===== src/rtl/branch_redirect_ctrl_pkg.sv =====
// ---------------------------------------------------------------------------
// branch_redirect_ctrl_pkg
// Shared definitions for the branch-prediction / redirect controller:
//   - FSM state encoding (IDLE / KILL)
//   - 2-bit saturating counter encodings and the value used on allocation
//   - saturating increment / decrement helpers
// Optional feature macro used by the design: BR_PERF_CNT_EN
// ---------------------------------------------------------------------------
package branch_redirect_ctrl_pkg;

    typedef enum logic {
        IDLE = 1'b0,
        KILL = 1'b1
    } state_e;

    localparam logic [1:0] CNT_SNT   = 2'b00;   // strongly not taken
    localparam logic [1:0] CNT_WNT   = 2'b01;   // weakly not taken
    localparam logic [1:0] CNT_WT    = 2'b10;   // weakly taken
    localparam logic [1:0] CNT_ST    = 2'b11;   // strongly taken
    localparam logic [1:0] CNT_ALLOC = CNT_WT;  // fresh entry predicts taken

    function automatic logic [1:0] cnt_inc(input logic [1:0] c);
        return (c == CNT_ST) ? CNT_ST : c + 2'd1;
    endfunction

    function automatic logic [1:0] cnt_dec(input logic [1:0] c);
        return (c == CNT_SNT) ? CNT_SNT : c - 2'd1;
    endfunction

endpackage


===== src/rtl/branch_redirect_ctrl_if.sv =====
// ---------------------------------------------------------------------------
// branch_redirect_ctrl_if
// Bundles the pipeline <-> redirect-controller signals.
//   master : pipeline side (drives stall, fetch PC and execute results)
//   slave  : controller side (drives prediction and redirect/flush)
// Signals:
//   stall, f_pc                            pipeline hold, fetch PC
//   pred_taken, pred_target                fetch-stage prediction
//   x_valid, x_is_br, x_pc, x_should_br,
//   x_target, x_pred_taken, x_pred_target  execute-stage resolution
//   redirect, redirect_pc, flush_fd        PC redirect and fetch/decode kill
// ---------------------------------------------------------------------------
interface branch_redirect_ctrl_if #(
    parameter int XLEN = 32
);
    logic            stall;
    logic [XLEN-1:0] f_pc;
    logic            pred_taken;
    logic [XLEN-1:0] pred_target;
    logic            x_valid;
    logic            x_is_br;
    logic [XLEN-1:0] x_pc;
    logic            x_should_br;
    logic [XLEN-1:0] x_target;
    logic            x_pred_taken;
    logic [XLEN-1:0] x_pred_target;
    logic            redirect;
    logic [XLEN-1:0] redirect_pc;
    logic            flush_fd;

    modport master (
        output stall, f_pc,
        output x_valid, x_is_br, x_pc, x_should_br, x_target,
        output x_pred_taken, x_pred_target,
        input  pred_taken, pred_target,
        input  redirect, redirect_pc, flush_fd
    );

    modport slave (
        input  stall, f_pc,
        input  x_valid, x_is_br, x_pc, x_should_br, x_target,
        input  x_pred_taken, x_pred_target,
        output pred_taken, pred_target,
        output redirect, redirect_pc, flush_fd
    );
endinterface


===== src/rtl/branch_redirect_ctrl_btb_array.sv =====
// ---------------------------------------------------------------------------
// branch_redirect_ctrl_btb_array
// Direct-mapped BTB storage: valid / tag / target / 2-bit counter per entry.
// Ports:
//   clk, rst                 clock, asynchronous active-high reset
//   rd_idx, rd_tag           async lookup address (fetch side)
//   rd_hit, rd_cnt, rd_target lookup result (pre-write contents)
//   upd_en, upd_idx, upd_tag update request from a resolved branch
//   upd_taken, upd_target    resolved direction and target
// The update port is a read-modify-write: the hit check and the counter
// step are done here against the entry addressed by upd_idx, so the
// controller only needs the single fetch-side read port.
// Reset clears valid bits and sets counters to weakly-not-taken; tags and
// targets are don't-care while invalid and are left unreset.
// ---------------------------------------------------------------------------
module branch_redirect_ctrl_btb_array
    import branch_redirect_ctrl_pkg::*;
#(
    parameter int XLEN        = 32,
    parameter int BTB_ENTRIES = 16,
    parameter int IDX_W       = $clog2(BTB_ENTRIES),
    parameter int TAG_W       = XLEN - IDX_W - 2
) (
    input  logic             clk,
    input  logic             rst,
    input  logic [IDX_W-1:0] rd_idx,
    input  logic [TAG_W-1:0] rd_tag,
    output logic             rd_hit,
    output logic [1:0]       rd_cnt,
    output logic [XLEN-1:0]  rd_target,
    input  logic             upd_en,
    input  logic [IDX_W-1:0] upd_idx,
    input  logic [TAG_W-1:0] upd_tag,
    input  logic             upd_taken,
    input  logic [XLEN-1:0]  upd_target
);
    logic             valid_reg  [BTB_ENTRIES];
    logic [1:0]       cnt_reg    [BTB_ENTRIES];
    logic [TAG_W-1:0] tag_mem    [BTB_ENTRIES];
    logic [XLEN-1:0]  target_mem [BTB_ENTRIES];

    logic upd_hit;

    assign rd_hit    = valid_reg[rd_idx] && (tag_mem[rd_idx] == rd_tag);
    assign rd_cnt    = cnt_reg[rd_idx];
    assign rd_target = target_mem[rd_idx];

    assign upd_hit = valid_reg[upd_idx] && (tag_mem[upd_idx] == upd_tag);

    genvar gi;
    generate
        for (gi = 0; gi < BTB_ENTRIES; gi++) begin : g_entry
            always_ff @(posedge clk or posedge rst) begin
                if (rst) begin
                    valid_reg[gi] <= 1'b0;
                    cnt_reg[gi]   <= CNT_WNT;
                end else if (upd_en && (upd_idx == IDX_W'(gi))) begin
                    if (upd_taken) begin
                        valid_reg[gi] <= 1'b1;
                        cnt_reg[gi]   <= upd_hit ? cnt_inc(cnt_reg[gi]) : CNT_ALLOC;
                    end else if (upd_hit) begin
                        cnt_reg[gi]   <= cnt_dec(cnt_reg[gi]);
                    end
                end
            end
        end
    endgenerate

    // Taken updates always (re)write tag and target: on a hit the tag is
    // unchanged, on a miss this is the allocation.
    always_ff @(posedge clk) begin
        if (upd_en && upd_taken) begin
            tag_mem[upd_idx]    <= upd_tag;
            target_mem[upd_idx] <= upd_target;
        end
    end

endmodule


===== src/rtl/branch_redirect_ctrl.sv =====
// ---------------------------------------------------------------------------
// branch_redirect_ctrl
// Branch prediction and redirect controller for a three-stage RV32I pipe.
// Ports:
//   clk, rst        core clock, asynchronous active-high reset
//   bus (slave)     fetch lookup, execute resolution, redirect / flush
//   perf_br_cnt     resolved branches (only with BR_PERF_CNT_EN)
//   perf_mis_cnt    mispredictions    (only with BR_PERF_CNT_EN)
// Optional feature macro: BR_PERF_CNT_EN adds the two 32-bit counters.
// A mispredict asserts redirect/flush_fd combinationally; the following
// KILL cycle keeps flush_fd high to squash the wrong-path word that the
// synchronous instruction memory returns one cycle after the request.
// ---------------------------------------------------------------------------
module branch_redirect_ctrl
    import branch_redirect_ctrl_pkg::*;
#(
    parameter int XLEN        = 32,
    parameter int BTB_ENTRIES = 16
) (
    input  logic                  clk,
    input  logic                  rst,
    branch_redirect_ctrl_if.slave bus
`ifdef BR_PERF_CNT_EN
    ,
    output logic [31:0]           perf_br_cnt,
    output logic [31:0]           perf_mis_cnt
`endif
);
    localparam int IDX_W = $clog2(BTB_ENTRIES);
    localparam int TAG_W = XLEN - IDX_W - 2;

    state_e state_reg, state_next;

    logic            rv;
    logic            mis;
    logic            btb_hit;
    logic [1:0]      btb_cnt;
    logic [XLEN-1:0] btb_target;
    logic [XLEN-1:0] correct_pc;
    logic            redirect_next;
    logic            flush_next;
    logic            unused_pc_lsbs;

    // Instructions are word aligned; the low PC bits carry no index/tag.
    assign unused_pc_lsbs = ^{bus.f_pc[1:0], bus.x_pc[1:0]};

    branch_redirect_ctrl_btb_array #(
        .XLEN        (XLEN),
        .BTB_ENTRIES (BTB_ENTRIES)
    ) u_btb (
        .clk        (clk),
        .rst        (rst),
        .rd_idx     (bus.f_pc[IDX_W+1:2]),
        .rd_tag     (bus.f_pc[XLEN-1:IDX_W+2]),
        .rd_hit     (btb_hit),
        .rd_cnt     (btb_cnt),
        .rd_target  (btb_target),
        .upd_en     (rv && !bus.stall),
        .upd_idx    (bus.x_pc[IDX_W+1:2]),
        .upd_tag    (bus.x_pc[XLEN-1:IDX_W+2]),
        .upd_taken  (bus.x_should_br),
        .upd_target (bus.x_target)
    );

    assign bus.pred_taken  = btb_hit && btb_cnt[1];
    assign bus.pred_target = btb_hit ? btb_target : '0;

    // Execute-stage inputs are ignored while killing the wrong path.
    assign rv  = bus.x_valid && bus.x_is_br && (state_reg == IDLE);
    assign mis = rv && ((bus.x_should_br != bus.x_pred_taken) ||
                        (bus.x_should_br && (bus.x_target != bus.x_pred_target)));

    assign correct_pc = bus.x_should_br ? bus.x_target : bus.x_pc + XLEN'(4);

    always_ff @(posedge clk or posedge rst) begin
        if (rst) begin
            state_reg <= IDLE;
        end else begin
            state_reg <= state_next;
        end
    end

    always_comb begin
        state_next    = state_reg;
        redirect_next = 1'b0;
        flush_next    = 1'b0;
        case (state_reg)
            IDLE: begin
                redirect_next = mis;
                flush_next    = mis;
                if (mis && !bus.stall) begin
                    state_next = KILL;
                end
            end
            KILL: begin
                flush_next = 1'b1;
                if (!bus.stall) begin
                    state_next = IDLE;
                end
            end
            default: state_next = IDLE;
        endcase
    end

    // Outputs are forced low while reset is held so they drop immediately.
    assign bus.redirect    = redirect_next && !rst;
    assign bus.flush_fd    = flush_next && !rst;
    assign bus.redirect_pc = rst ? '0 : correct_pc;

`ifdef BR_PERF_CNT_EN
    logic [31:0] perf_br_reg;
    logic [31:0] perf_mis_reg;

    always_ff @(posedge clk or posedge rst) begin
        if (rst) begin
            perf_br_reg  <= '0;
            perf_mis_reg <= '0;
        end else if (!bus.stall) begin
            if (rv) begin
                perf_br_reg <= perf_br_reg + 32'd1;
            end
            if (mis) begin
                perf_mis_reg <= perf_mis_reg + 32'd1;
            end
        end
    end

    assign perf_br_cnt  = perf_br_reg;
    assign perf_mis_cnt = perf_mis_reg;
`endif

endmodule


===== src/flat_wrapper.sv =====
// flat-port wrapper written by rule: the top's interface ports become plain ports
module branch_redirect_ctrl_flat import branch_redirect_ctrl_pkg::*;
#(
    parameter int XLEN        = 32,
    parameter int BTB_ENTRIES = 16
)
  (clk, rst, bus_stall, bus_f_pc, bus_x_valid, bus_x_is_br, bus_x_pc, bus_x_should_br, bus_x_target, bus_x_pred_taken, bus_x_pred_target, bus_pred_taken, bus_pred_target, bus_redirect, bus_redirect_pc, bus_flush_fd);
  branch_redirect_ctrl_if #(.XLEN(XLEN)) bus_i ();
  input  logic clk;
  input  logic rst;
  input wire logic [$bits(bus_i.stall)-1:0] bus_stall;
  input wire logic [$bits(bus_i.f_pc)-1:0] bus_f_pc;
  input wire logic [$bits(bus_i.x_valid)-1:0] bus_x_valid;
  input wire logic [$bits(bus_i.x_is_br)-1:0] bus_x_is_br;
  input wire logic [$bits(bus_i.x_pc)-1:0] bus_x_pc;
  input wire logic [$bits(bus_i.x_should_br)-1:0] bus_x_should_br;
  input wire logic [$bits(bus_i.x_target)-1:0] bus_x_target;
  input wire logic [$bits(bus_i.x_pred_taken)-1:0] bus_x_pred_taken;
  input wire logic [$bits(bus_i.x_pred_target)-1:0] bus_x_pred_target;
  output wire logic [$bits(bus_i.pred_taken)-1:0] bus_pred_taken;
  output wire logic [$bits(bus_i.pred_target)-1:0] bus_pred_target;
  output wire logic [$bits(bus_i.redirect)-1:0] bus_redirect;
  output wire logic [$bits(bus_i.redirect_pc)-1:0] bus_redirect_pc;
  output wire logic [$bits(bus_i.flush_fd)-1:0] bus_flush_fd;
  assign bus_i.stall = bus_stall;
  assign bus_i.f_pc = bus_f_pc;
  assign bus_i.x_valid = bus_x_valid;
  assign bus_i.x_is_br = bus_x_is_br;
  assign bus_i.x_pc = bus_x_pc;
  assign bus_i.x_should_br = bus_x_should_br;
  assign bus_i.x_target = bus_x_target;
  assign bus_i.x_pred_taken = bus_x_pred_taken;
  assign bus_i.x_pred_target = bus_x_pred_target;
  assign bus_pred_taken = bus_i.pred_taken;
  assign bus_pred_target = bus_i.pred_target;
  assign bus_redirect = bus_i.redirect;
  assign bus_redirect_pc = bus_i.redirect_pc;
  assign bus_flush_fd = bus_i.flush_fd;
  branch_redirect_ctrl #(.XLEN(XLEN), .BTB_ENTRIES(BTB_ENTRIES)) u_core (.clk(clk), .rst(rst), .bus(bus_i));
endmodule

===== config.mk =====
export PLATFORM = sky130hd
export DESIGN_NAME = branch_redirect_ctrl_flat
export DESIGN_NICKNAME = d
export VERILOG_FILES = /design/src/rtl/branch_redirect_ctrl_pkg.sv /design/src/rtl/branch_redirect_ctrl_if.sv /design/src/rtl/branch_redirect_ctrl_btb_array.sv /design/src/rtl/branch_redirect_ctrl.sv /design/src/flat_wrapper.sv
export SDC_FILE = /design/constraint.sdc
export NUM_CORES = 1
export LEC_CHECK = 0
export BUFFER_PORTS_ARGS = -buffer_cell sky130_fd_sc_hd__buf_2
export CAP_MARGIN = 10
export CORE_MARGIN = 4
export CORE_UTILIZATION = 29
export DETAILED_ROUTE_END_ITERATION = 6
export SLEW_MARGIN = 5
export SYNTH_ARGS = -nofsm -noshare
export SYNTH_HDL_FRONTEND = slang
export SYNTH_SLANG_ARGS = --single-unit
export TNS_END_PERCENT = 100

===== constraint.sdc =====
create_clock -name clk -period 3.38 [get_ports clk]
set_input_delay 0.169 -clock clk [delete_from_list [all_inputs] [get_ports clk]]
set_output_delay 0.169 -clock clk [all_outputs]
set_load 0.1 [all_outputs]

==> results.yml <==
synth:
  seq_area_frac_synth_pct: 66.3
  synth-seq-cells: 977
  synth_cells: 2307
  async_flop_share_pct: 5.02
  ys.flop_type: "edfxtp_1"
  synth_edf_count: 928
  avgSynthCellArea_um2: 19.0
  synth.distinct_cells: 64
  yosysWarnings: 0
  synth_fp_nets: 2446
  synth_area_um2: 43900
finish:
  nets: 2861
  largest_reg_flops: 512
  drive_gt1_share_pct: 38.4
  layout_commonest_cell: "edfxtp_1"
  layout_common_cells: "edfxtp_1, mux4_2, buf_4, buf_2, buf_12"
  area_growth_pct: 23.8
  final_util_pct: 36.2
  fin_area_um2: 54400
  final-instance-count-excl-fill: 4824
worst_setup_path:
  worstPathRequired_ns: 3.21
  cp_slowest_cell: "mux4_2"
  endpoint_kind: "output pin"
  crit_type: "register to output pin"
  cp_cell_sequence: "mux4_2 -> mux4_2 -> xnor2_2 -> nand4_1 -> nor4_2 -> buf_4 -> nand4_1 -> buf_12 -> buf_12 -> nor2b_4 -> buf_12"
  cp.arrival_ns: 3.94
  critPathMostFrequentCell: "buf_12"
  cp_max_fo: 12
  crit_path_start_kind: "register"
  critPathTopFamily: "multiplexers"
  cp_slowest_stage_delay_ns: 0.53
  crit_buf_inv: 4
drt:
  via_per_inst: 5.35
  wl_per_cell_um: 28.7
  ant_nets: 0
  wirelength_um: 139000
  drt_iter0_markers: 3054
  drcViolationCount: 0
  drtPass1Iterations: 5
  vias: 25800
global_route:
  overflow: 0
  antenna_found_initial: 6
  grtUsageMet2_pct: 26.5
  grt_pass1_wl_um: 195000
  gr-usage-met3_pct: 4.81
  grt_pass1_vias: 25700
  met1_usage_pct: 24.3
  grt_max_degree: 93
  track_usage_pct: 17.2
  top_usage_layer: "met2"
die:
  ios: 202
  dieArea_um2: 158000
  die_w_um: 397
  die_h_um: 397
  core_area_um2: 150000
  rows: 142
  initial_core_util_pct: 29.3
sta:
  hold_violations: 0
  drv_slew: 0
  timing.fmax_mhz: 243
  period_share_pct: 122
  tightestPinTransition_ns: 0.933
  setup_viol: 35
  setup_slack_ns: -0.729
  min_period_ns: 4.11
  slew_headroom_pct: 37.8
  fin_worst_skew_ns: 0.0379
  rsz0062_at_grt: "true"
clock_tree:
  worstSkewPairLatency_ns: 0.72
  cts_tree: "yes"
  root_buffer: "clkbuf_16"
  htreeDepth: 3
  path_clk_slew_ns: 0.07
  cts_buffers: 98
  clockBufferDepth: 3
  cts_sinks: 977
power:
  leakagePower_nw: 18.0
  total_power_mw: 27.3
  peakVddDrop_uv: 564
  p_per_area_nw_per_um2: 501
hold_path:
  worstHoldPathType: "input pin to register"
placement:
  io_buffers: 199
  post-dp-hpwl_um: 89700
  place_inst: 4583
  dp_slack_ns: -0.254
  place_area_um2: 50400
  gp_congestion: 0.892
outcome:
  failed_checks: "setup timing"
  outcome: "finished, violations left"
job:
  drv_cap: 0
-- synthesized netlist by cell type (7+ instances only) --
library cell,number,share of area [%]
buf_2,41,0.47
inv_1,37,0.32
and3_1,37,0.53
and2_1,9,0.13
a41oi_1,17,0.34
nor3_1,9,0.10
xnor2_1,61,1.2
or2_2,16,0.23
clkbuf_1,74,0.63
a22oi_1,11,0.19
nor4_1,12,0.17
dfrtp_1,33,1.9
a31oi_1,13,0.19
o22ai_1,16,0.23
nand4_1,19,0.27
o21ai_0,25,0.28
buf_6,13,0.33
o31ai_1,27,0.46
mux4_2,396,20
a221oi_1,9,0.18
nor2_1,96,0.82
dfstp_2,16,0.96
o21ai_1,10,0.11
mux2_2,7,0.18
buf_1,17,0.15
nand2_1,48,0.41
xor2_1,44,0.88
nand3_1,25,0.28
mux2i_1,67,1.5
a21oi_1,46,0.52
edfxtp_1,928,63
buf_4,12,0.21
nand2b_1,18,0.26
nor2b_1,41,0.58
-- metal layers --
metal | routed length, um | vias to the layer above
met2 | 64000 | 1423
li1 | - | 10500
met1 | 57700 | 13700
met5 | 13 | -
met4 | 3080 | 2
met3 | 13800 | 202
-- layout make-up --
cell class / instances / area [um^2]
Antenna cell: 2 / 5.00
Clock buffer: 119 / 2570
Clock inverter: 65 / 738
Fill cell: 13900 / 95800
Inverter: 40 / 160
Multi-Input combinational cell: 1133 / 14300
Sequential cell: 977 / 29100
Tap cell: 2016 / 2520
Timing Repair Buffer: 472 / 4970
-- cells by family after synthesis --
| kind of cell | Yosys count | synth area share (%) |
|---|---|---|
| buffers and inverters | 197 | 2.12 |
| XOR/XNOR | 105 | 2.09 |
| AO/OA/AOI/OAI | 209 | 3.33 |
| AND/OR/NAND/NOR | 344 | 4.03 |
| adder cells (fa/ha/maj) | 4 | 0.114 |
| flip-flops | 977 | 66.3 |
| multiplexers | 471 | 22.0 |
-- metrics by stage --
step	hold slack, ns	TNS (ns)
after floorplan	0.268	-5.10
after global placement	0.392	-9.14
after detailed placement	0.399	-7.38
after CTS	0.00715	-25.36
after global routing	0.0191	-28.69
final	0.0513	-23.38
-- worst register-to-register path: stages (launching register included) --
cell and delay, ns:
edfxtp_1 0.40, mux4_2 0.48, mux2i_1 0.48, nor2_1 0.08, a21oi_1 0.14, nand4_1 0.24, o41ai_4 0.43, and4_1 0.29
buf_12 0.22, a31oi_1 0.13
-- power by group --
part | total [mW] | switching, mW | leakage [nW] | internal [mW]
Combinational | 2.66 | 1.53 | 7.47 | 1.14
Clock | 11.2 | 4.83 | 1.59 | 6.33
Sequential | 13.4 | 0.0846 | 8.93 | 13.4
Total | 27.3 | 6.45 | 18.0 | 20.8
-- path summary, 6_finish.rpt --
check | from | to | slack [ns] | cells after the start
min in group asynchronous | rst | u_core.state_reg | 0.21 | 3
hold reg to reg | u_core.u_btb.valid_reg[1] | u_core.u_btb.valid_reg[1] | 0.50 | 1
setup reg to reg | u_core.u_btb.tag_mem[10][21] | u_core.u_btb.cnt_reg[23] | 0.38 | 9
max in group asynchronous | rst | u_core.u_btb.valid_reg[6] | 2.24 | 4
hold / removal | bus_x_pc[6] | u_core.u_btb.tag_mem[13][0] | 0.05 | 2
setup / recovery | u_core.u_btb.tag_mem[14][12] | bus_pred_target[20] | -0.73 | 11
-- timing repair --
action | CTS | global route
hold endpoints to repair | 709 | 16
pin swaps | 3 | 5
hold buffers | 54 | 1
resized for setup | 3 | 14
setup buffers | 1 | 0
endpoints found under the setup margin | 33 | 47
No activity file was read; power rests on OpenSTA's default activity.
